**src/rtl/cam_pixel_assembler.sv**
```systemverilog
// Assembles OV7670 RGB565 byte pairs into RGB444 pixels tagged with frame coordinates.
// Latency: pixel outputs are registered one clk after the low byte lands in the input register.
// Backpressure: none; the camera cannot be stalled, so pixels outside the active window are dropped and flagged.
module cam_pixel_assembler #(
  parameter int H_ACTIVE = 640,
  parameter int V_ACTIVE = 480
) (
  input  logic       clk,
  input  logic       reset,
  input  logic       vsync,
  input  logic       href,
  input  logic [7:0] data,
  output logic       pixel_valid,
  output logic       href_out,
  output logic       vsync_out,
  output logic [9:0] pixel_x,
  output logic [9:0] pixel_y,
  output logic [3:0] r_out,
  output logic [3:0] g_out,
  output logic [3:0] b_out,
  output logic       frame_done,
  output logic [7:0] frame_count,
  output logic       overrun
);

  localparam logic [9:0] H_MAX = 10'(H_ACTIVE);
  localparam logic [9:0] V_MAX = 10'(V_ACTIVE);

  typedef enum logic [1:0] {
    WAIT_SOF = 2'd0,
    ACTIVE   = 2'd1,
    BLANK    = 2'd2
  } state_e;

  // Input registers and their one-cycle history for edge detection
  logic       vsync_q, vsync_d;
  logic       href_q, href_d;
  logic [7:0] data_q, data_d;
  logic       vsync_prev_q, vsync_prev_d;
  logic       href_prev_q, href_prev_d;

  // Frame tracking and byte assembly state
  state_e     state_q, state_d;
  logic       phase_q, phase_d;
  logic [7:0] hi_byte_q, hi_byte_d;
  logic [9:0] x_cnt_q, x_cnt_d;
  logic [9:0] y_cnt_q, y_cnt_d;

  // Registered outputs
  logic       pixel_valid_q, pixel_valid_d;
  logic [9:0] pixel_x_q, pixel_x_d;
  logic [9:0] pixel_y_q, pixel_y_d;
  logic [3:0] r_q, r_d;
  logic [3:0] g_q, g_d;
  logic [3:0] b_q, b_d;
  logic       frame_done_q, frame_done_d;
  logic [7:0] frame_count_q, frame_count_d;
  logic       overrun_q, overrun_d;

  // Edges of the registered syncs; href falling is seen on the first low cycle
  logic vs_rise, vs_fall, href_fall, in_frame, x_in_win, y_in_win;
  assign vs_rise   = vsync_q & ~vsync_prev_q;
  assign vs_fall   = ~vsync_q & vsync_prev_q;
  assign href_fall = ~href_q & href_prev_q;
  assign in_frame  = (state_q == ACTIVE) && !vsync_q;
  assign x_in_win  = (x_cnt_q < H_MAX);
  assign y_in_win  = (y_cnt_q < V_MAX);

  // Next-state logic: input capture, frame FSM, byte pairing, counters and status
  always_comb begin
    vsync_d       = vsync;
    href_d        = href;
    data_d        = data;
    vsync_prev_d  = vsync_q;
    href_prev_d   = href_q;
    state_d       = state_q;
    phase_d       = phase_q;
    hi_byte_d     = hi_byte_q;
    x_cnt_d       = x_cnt_q;
    y_cnt_d       = y_cnt_q;
    pixel_valid_d = 1'b0;
    pixel_x_d     = pixel_x_q;
    pixel_y_d     = pixel_y_q;
    r_d           = r_q;
    g_d           = g_q;
    b_d           = b_q;
    frame_done_d  = 1'b0;
    frame_count_d = frame_count_q;
    overrun_d     = overrun_q;

    // Frame-level state: nothing is trusted until the first end of blanking
    case (state_q)
      WAIT_SOF: if (vs_fall) state_d = ACTIVE;
      ACTIVE:   if (vs_rise) state_d = BLANK;
      BLANK:    if (vs_fall) state_d = ACTIVE;
      default:  state_d = WAIT_SOF;
    endcase

    // The very first vsync fall only synchronises us, so it does not count as a frame
    if (vs_fall) begin
      frame_done_d = 1'b1;
      if (state_q != WAIT_SOF) frame_count_d = frame_count_q + 8'd1;
    end

    if (vs_rise) begin
      // Start of frame has priority over a coincident end of line
      x_cnt_d   = '0;
      y_cnt_d   = '0;
      phase_d   = 1'b0;
      overrun_d = 1'b0;
    end else if (href_q && vsync_q) begin
      // Bytes during vertical blanking are junk; keep pairing aligned for the next line
      phase_d = 1'b0;
    end else if (in_frame) begin
      if (href_fall) begin
        // A dangling high byte is simply forgotten by clearing the phase
        x_cnt_d = '0;
        phase_d = 1'b0;
        if (x_cnt_q != 10'd0 && y_in_win) y_cnt_d = y_cnt_q + 10'd1;
      end else if (href_q) begin
        if (!phase_q) begin
          hi_byte_d = data_q;
          phase_d   = 1'b1;
        end else begin
          phase_d = 1'b0;
          if (x_in_win && y_in_win) begin
            // RGB565 -> RGB444 by dropping the LSBs of each channel
            pixel_valid_d = 1'b1;
            pixel_x_d     = x_cnt_q;
            pixel_y_d     = y_cnt_q;
            r_d           = hi_byte_q[7:4];
            g_d           = {hi_byte_q[2:0], data_q[7]};
            b_d           = data_q[4:1];
          end else begin
            overrun_d = 1'b1;
          end
          if (x_in_win) x_cnt_d = x_cnt_q + 10'd1;
        end
      end
    end
  end

  // All state flops; asynchronous reset returns to waiting for start of frame
  always_ff @(posedge clk or posedge reset) begin
    if (reset) begin
      vsync_q       <= 1'b0;
      href_q        <= 1'b0;
      data_q        <= '0;
      vsync_prev_q  <= 1'b0;
      href_prev_q   <= 1'b0;
      state_q       <= WAIT_SOF;
      phase_q       <= 1'b0;
      hi_byte_q     <= '0;
      x_cnt_q       <= '0;
      y_cnt_q       <= '0;
      pixel_valid_q <= 1'b0;
      pixel_x_q     <= '0;
      pixel_y_q     <= '0;
      r_q           <= '0;
      g_q           <= '0;
      b_q           <= '0;
      frame_done_q  <= 1'b0;
      frame_count_q <= '0;
      overrun_q     <= 1'b0;
    end else begin
      vsync_q       <= vsync_d;
      href_q        <= href_d;
      data_q        <= data_d;
      vsync_prev_q  <= vsync_prev_d;
      href_prev_q   <= href_prev_d;
      state_q       <= state_d;
      phase_q       <= phase_d;
      hi_byte_q     <= hi_byte_d;
      x_cnt_q       <= x_cnt_d;
      y_cnt_q       <= y_cnt_d;
      pixel_valid_q <= pixel_valid_d;
      pixel_x_q     <= pixel_x_d;
      pixel_y_q     <= pixel_y_d;
      r_q           <= r_d;
      g_q           <= g_d;
      b_q           <= b_d;
      frame_done_q  <= frame_done_d;
      frame_count_q <= frame_count_d;
      overrun_q     <= overrun_d;
    end
  end

  // vsync_prev_q is vsync two clocks late, which keeps vsync_out aligned with frame_done
  assign pixel_valid = pixel_valid_q;
  assign href_out    = pixel_valid_q;
  assign vsync_out   = vsync_prev_q;
  assign pixel_x     = pixel_x_q;
  assign pixel_y     = pixel_y_q;
  assign r_out       = r_q;
  assign g_out       = g_q;
  assign b_out       = b_q;
  assign frame_done  = frame_done_q;
  assign frame_count = frame_count_q;
  assign overrun     = overrun_q;

endmodule

```
**config.mk**
```make
export PLATFORM = sky130hd
export DESIGN_NAME = cam_pixel_assembler
export DESIGN_NICKNAME = d
export VERILOG_FILES = /design/src/rtl/cam_pixel_assembler.sv
export SDC_FILE = /design/constraint.sdc
export NUM_CORES = 1
export LEC_CHECK = 0
export ABC_AREA = 0
export ABC_CLOCK_PERIOD_IN_PS = 2800
export CAP_MARGIN = 20
export CORE_ASPECT_RATIO = 1.75
export CORE_MARGIN = 8
export CORE_UTILIZATION = 48
export CTS_CLUSTER_SIZE = 12
export DETAILED_ROUTE_END_ITERATION = 8
export PLACE_DENSITY = 0.75
export SETUP_SLACK_MARGIN = 0.5
export SYNTH_ARGS = -nofsm -noshare
export SYNTH_HDL_FRONTEND = slang
export SYNTH_SLANG_ARGS = --single-unit
```
**constraint.sdc**
```tcl
create_clock -name clk -period 2.8 [get_ports clk]
set_clock_uncertainty 0.2 [all_clocks]
set_input_delay 0.56 -clock clk [delete_from_list [all_inputs] [get_ports clk]]
set_output_delay 0.56 -clock clk [all_outputs]
set_load 0.005 [all_outputs]
```
---- After elaboration in Yosys (flattened, before gate mapping) ----
Index checks and enable logic that the tools add are counted.
storage, ports and cells
  flip-flop bits (word level) ............. 86
  bits in latches ......................... 0
  memory bits (writable) .................. 0
  ROM bits ................................ 0
  output and inout port bits .............. 45
  memories kept ........................... 0
cells by class
  add/sub/neg operators ................... 3
  multiply operators ...................... 0
  div/mod/pow operators ................... 0
  $lt $le $gt $ge ......................... 2
  equality and inequality tests ........... 7
  shift operators ......................... 0
  multiplexer cells ....................... 36
  bitwise logic cells ..................... 10
  reductions and logical operators ........ 27
operator list
  kind                     number
  $mux W10                 12
  $mux W1                  21
  $add A10 B1 Y10 const B  2
  $reduce_and A6 Y1        2
  $reduce_bool A2 Y1       6
  $reduce_bool A3 Y1       4
  $lt A10 B10 Y1 const B   1
  $lt A10 B9 Y1 const B    1
  $reduce_bool A10 Y1      1
  $add A8 B1 Y8 const B    1
  $ne A2 B2 Y1 const B     4
  $not A1 Y1               7
  $reduce_and A7 Y1        1
  $reduce_and A2 Y1        3
  $reduce_and A5 Y1        1
  $logic_and A1 B1 Y1      4
  $mux W2                  2
  $pmux W2 S2              1
  $reduce_and A4 Y1        1
  $reduce_bool A4 Y1       1
  $and A1 B1 Y1            3
  $eq A2 B1 Y1 const B     1
  $eq A2 B2 Y1 const B     1
  $logic_not A2 Y1         1
  3 further kinds          3

---- Depth between registers and ports, before layout ----
  depth in word-level cells ............... 9
  depth in mapped cells ................... 6

---- Least setup slack after synthesis ----
OpenSTA, ideal clock, no wires.
  path type ............................... register -> register
  from .................................... register vsync_q, in the netlist vsync_prev_d
  to ...................................... register b_q[0], in the netlist b_out[0]
  setup time .............................. 0.125 ns
  arrival time ............................ 1.677 ns
  setup slack ............................. 0.798 ns
  stages on the path, launching flop included .. 7
  path through ............................ dfrtp_1 > and4bb_2 > nand3_4 > or2_1 > buf_6 > buf_6 > mux2_4
between the ends
  word-level cells in the longest chain between the ends .. 3
  elaborated cells between the ends (all ways) .. 7
  those cells by class .................... bitwise: 3; reduce/logical: 4
RTL lines
  element                                                      line  source
  start: declaration                                           36    logic vsync_q, vsync_d;
  start signal: assignment                                     166   vsync_q <= vsync_d;
  $and A1 B1 Y1 (tied with other cells)                        62    assign vs_rise = vsync_q & ~vsync_prev_q;
  $not A1 Y1 (no line) or $logic_and A1 B1 Y1 (tied branches)  -
  $reduce_and A7 Y1 (no line) *                                -
  end signal: assignment                                       161   b_q <= '0;
  end signal: assignment                                       181   b_q <= b_d;
  end: declaration                                             55    logic [3:0] b_q, b_d;
Every way passes the cells marked *; elsewhere a longest branch is shown, timed or not.
A chain may end at the register's enable or synchronous reset.

---- Final worst setup path ----
  from .................................... register vsync_q, in the netlist vsync_prev_d
  to ...................................... register pixel_x_q[2], in the netlist pixel_x[2]
between the ends
  word-level cells in the longest chain between the ends .. 3
  elaborated cells between the ends (all ways) .. 7
  those cells by class .................... bitwise: 3; reduce/logical: 4
RTL lines
  element                                                      line  source
  $and A1 B1 Y1 (tied with other cells)                        62
  $not A1 Y1 (no line) or $logic_and A1 B1 Y1 (tied branches)  -
  $reduce_and A7 Y1 (no line) *                                -
  end signal: assignment                                       177   pixel_x_q <= pixel_x_d;
  end: declaration                                             51    logic [9:0] pixel_x_q, pixel_x_d;
Marks and branches as above.

==> impl_metrics.py <==
metrics = {
    "synth": {
        "netlist.area_leader.share_pct": 58.4,
        "synth_compound_area_share_pct": 5.01,
        "synth_area_um2": 3640,
        "synth_fa_ha_area_share_pct": 1.37,
        "postSynthCellCount": 272,
        "synth_nets": 288,
        "yosysUniqueCellTypes": 48,
        "synth_area_leaders": "dfrtp_1, mux2_4, mux2_2",
        "ys_warn_count": 0,
        "synth-xor-area-share_pct": 1.68,
        "synth_seq_cells": 85,
        "syn_area_per_cell_um2": 13.4,
        "synth-simple-area-share_pct": 13.2,
        "synth_top_family_by_area": "multiplexers",
        "synthMuxAreaShare_pct": 16.9,
        "ys_seq_area_share_pct": 58.4,
        "synth_area_leader_cell": "dfrtp_1",
    },
    "placement": {
        "dpl.cell_count": 410,
        "hpwlAfterDp_um": 5170,
        "dpl_cell_area_um2": 4280,
        "gp_congestion": 0.801,
        "portBuffers": 56,
    },
    "floorplan": {
        "num_rows": 42,
        "die_w_um": 81.9,
        "die_area_um2": 10700,
        "num_io_pins": 57,
        "start_util_pct": 48.8,
        "core_um2": 7460,
        "die_h_um": 131,
    },
    "finish": {
        "finish.utilization_pct": 62.4,
        "multi_input_area_um2": 1400,
        "areaGrowthSynthToFinish_pct": 27.9,
        "final_common_cell": "dfrtp_1",
        "fillCellCount": 583,
        "fin_cells": 426,
        "fin_nets": 349,
        "regArea_um2": 2130,
        "layout_common_cells": "dfrtp_1, clkdlybuf4s50_1, mux2_4",
        "drive_gt1_share_pct": 20.4,
        "fin_area_um2": 4660,
        "diodes": 0,
    },
    "clock_network": {
        "cts_buffers": 9,
        "clock_sinks": 85,
        "htreeDepth": 3,
        "cts_setup_buffers": 0,
        "clk_latency_ns": 0.34,
        "clk_path_buf_depth": 2,
        "clkSlewWorstSetupHoldPaths_ns": 0.06,
        "cts_tree": "built",
        "cts_root_buf": "clkbuf_16",
    },
    "global_routing": {
        "grt_pass1_vias": 2484,
        "grt_use_total_pct": 14.7,
        "grt_max_degree": 86,
        "grt_pass1_wl_um": 12300,
        "antenna_found_initial": 0,
        "grt-ovfl-total": 0,
    },
    "timing": {
        "finalCritPeriodShare_pct": 78.0,
        "setup_tns_ns": 0,
        "slew_violations": 0,
        "fmax_mhz": 458,
        "rsz0062_at_grt": "false",
        "finalCriticalPeriod_ns": 2.18,
        "slew_headroom_pct": 58.4,
        "worst_slew_pin_slew_ns": 0.619,
        "finalHoldViolCount": 0,
        "setup_viol": 0,
    },
    "drt": {
        "vias": 2333,
        "drt_wl_total_um": 7400,
        "wl_per_cell_um": 17.4,
        "vias_per_cell": 5.48,
        "drc": 0,
        "dr.pass1.iters": 4,
        "drtIter0Drc": 106,
        "ant_nets": 0,
    },
    "worst_setup_path": {
        "critPathRequiredTime_ns": 2.82,
        "arrival_ns": 2.20,
        "cp-end-kind": "register",
        "worstPathMaxFanout": 32,
        "cp-start-kind": "register",
        "crit_type": "register to register",
    },
    "pwr": {
        "p_per_area_nw_per_um2": 763,
        "irDropWorstVdd_mv": 0.429,
        "p_leak_nw": 2.17,
    },
    "worst_hold_path": {
        "worst_hold_path_type": "register to register",
    },
    "job": {
        "max-cap-violations": 0,
    },
    "status": {
        "status": "completed",
    },
}
## flip-flops by register name, indices dropped and copies added, names as in the netlist
name          flops
r_out             4
href_prev_d       1
b_out             4
hi_byte_q         7
pixel_x          10
x_cnt_q          10
vsync_out         1
href_prev_q       1
pixel_y          10
g_out             4
href_out          1
frame_done        1
overrun           1
y_cnt_q          10
vsync_prev_d      1
phase_q           1
frame_count       8
state_q           2
data_q            8
## layer usage
layer | vias to the layer above | track usage, % | routed length [µm]
met2 | 62 | 24.9 | 4000
li1 | 1097 | - | -
met3 | 11 | 4.78 | 371
met5 | - | 0 | 0
met1 | 1163 | 15.6 | 2880
met4 | 0 | 6.78 | 148
## synthesized netlist by cell type, drive strengths merged
cell,count
dfrtp,85
mux2,39
nand2,19
nand3,16
inv,9
nand4,8
mux2i,7
nor2,7
clkbuf,6
nor3,6
xnor2,6
buf,5
nand2b,5
o21ai,5
or4,5
ha,4
o211ai,4
and2,3
and4,3
a21oi,2
a32oi,2
and3,2
nor2b,2
nor4,2
o22ai,2
o31ai,2
or2,2
a211oi,1
a21o,1
a22o,1
a31oi,1
a41o,1
and4bb,1
nand3b,1
o21a,1
o21bai,1
o311ai,1
o31a,1
or2b,1
or4b,1
xor2,1
## stage by stage
| stage | worst slack [ns] | hold slack (ns) | power [W] |
|---|---|---|---|
| after floorplan | 0.798 | 0.179 | 0.00184 |
| after global placement | 0.590 | 0.206 | 0.00211 |
| after global routing | 0.529 | 0.257 | 0.00371 |
| final | 0.615 | 0.223 | 0.00355 |
| after CTS | 0.528 | 0.228 | 0.00359 |
| after detailed placement | 0.557 | 0.212 | 0.00213 |
## kinds of logic after synthesis
logic type	after synthesis
DFF	85
and+or+nand+nor	84
muxes	46
AOI/OAI and AO/OA	26
buffers and inverters	20
xor gates and xnor gates	7
adders and majority gates	4
## repair_timing
| action | CTS | global route |
|---|---|---|
| endpoints found under the hold margin | 0 | 0 |
| hold buffers | 0 | 0 |
| resized for setup | 0 | 3 |
| endpoints found under the setup margin | 0 | 31 |
## final cells by class
cell class | instances | area share, %
Timing Repair Buffer | 61 | 13.2
Sequential cell | 85 | 45.7
Multi-Input combinational cell | 167 | 30.0
Tap cell | 88 | 2.36
Inverter | 9 | 0.806
Clock inverter | 6 | 2.87
Clock buffer | 10 | 5.13
## power by group
group / switching, W / internal, W / total, W
combinational: 0.000206 / 0.000365 / 0.000571
sequential: 0.000133 / 0.00140 / 0.00153
clock: 0.000465 / 0.000985 / 0.00145
## worst paths after layout
check,endpoint,slack [ns],cells after the start,start
hold / removal,href_prev_q,0.22,0,href_prev_d
setup reg to reg,pixel_x[2],0.62,5,vsync_prev_d
min in group asynchronous,data_q[1],0.51,3,reset
hold reg to reg,href_prev_q,0.22,0,href_prev_d
max in group asynchronous,pixel_y[0],1.55,3,reset
setup / recovery,pixel_x[2],0.62,5,vsync_prev_d
## worst max-delay path, cell delays in order (launching register included)
cell and delay [ns]:
dfrtp_1 0.47, and4bb_2 0.41, nand3_4 0.08, or2_2 0.31, buf_6 0.23, mux2_4 0.34
Note: power is estimated with default switching activity, not from simulation.
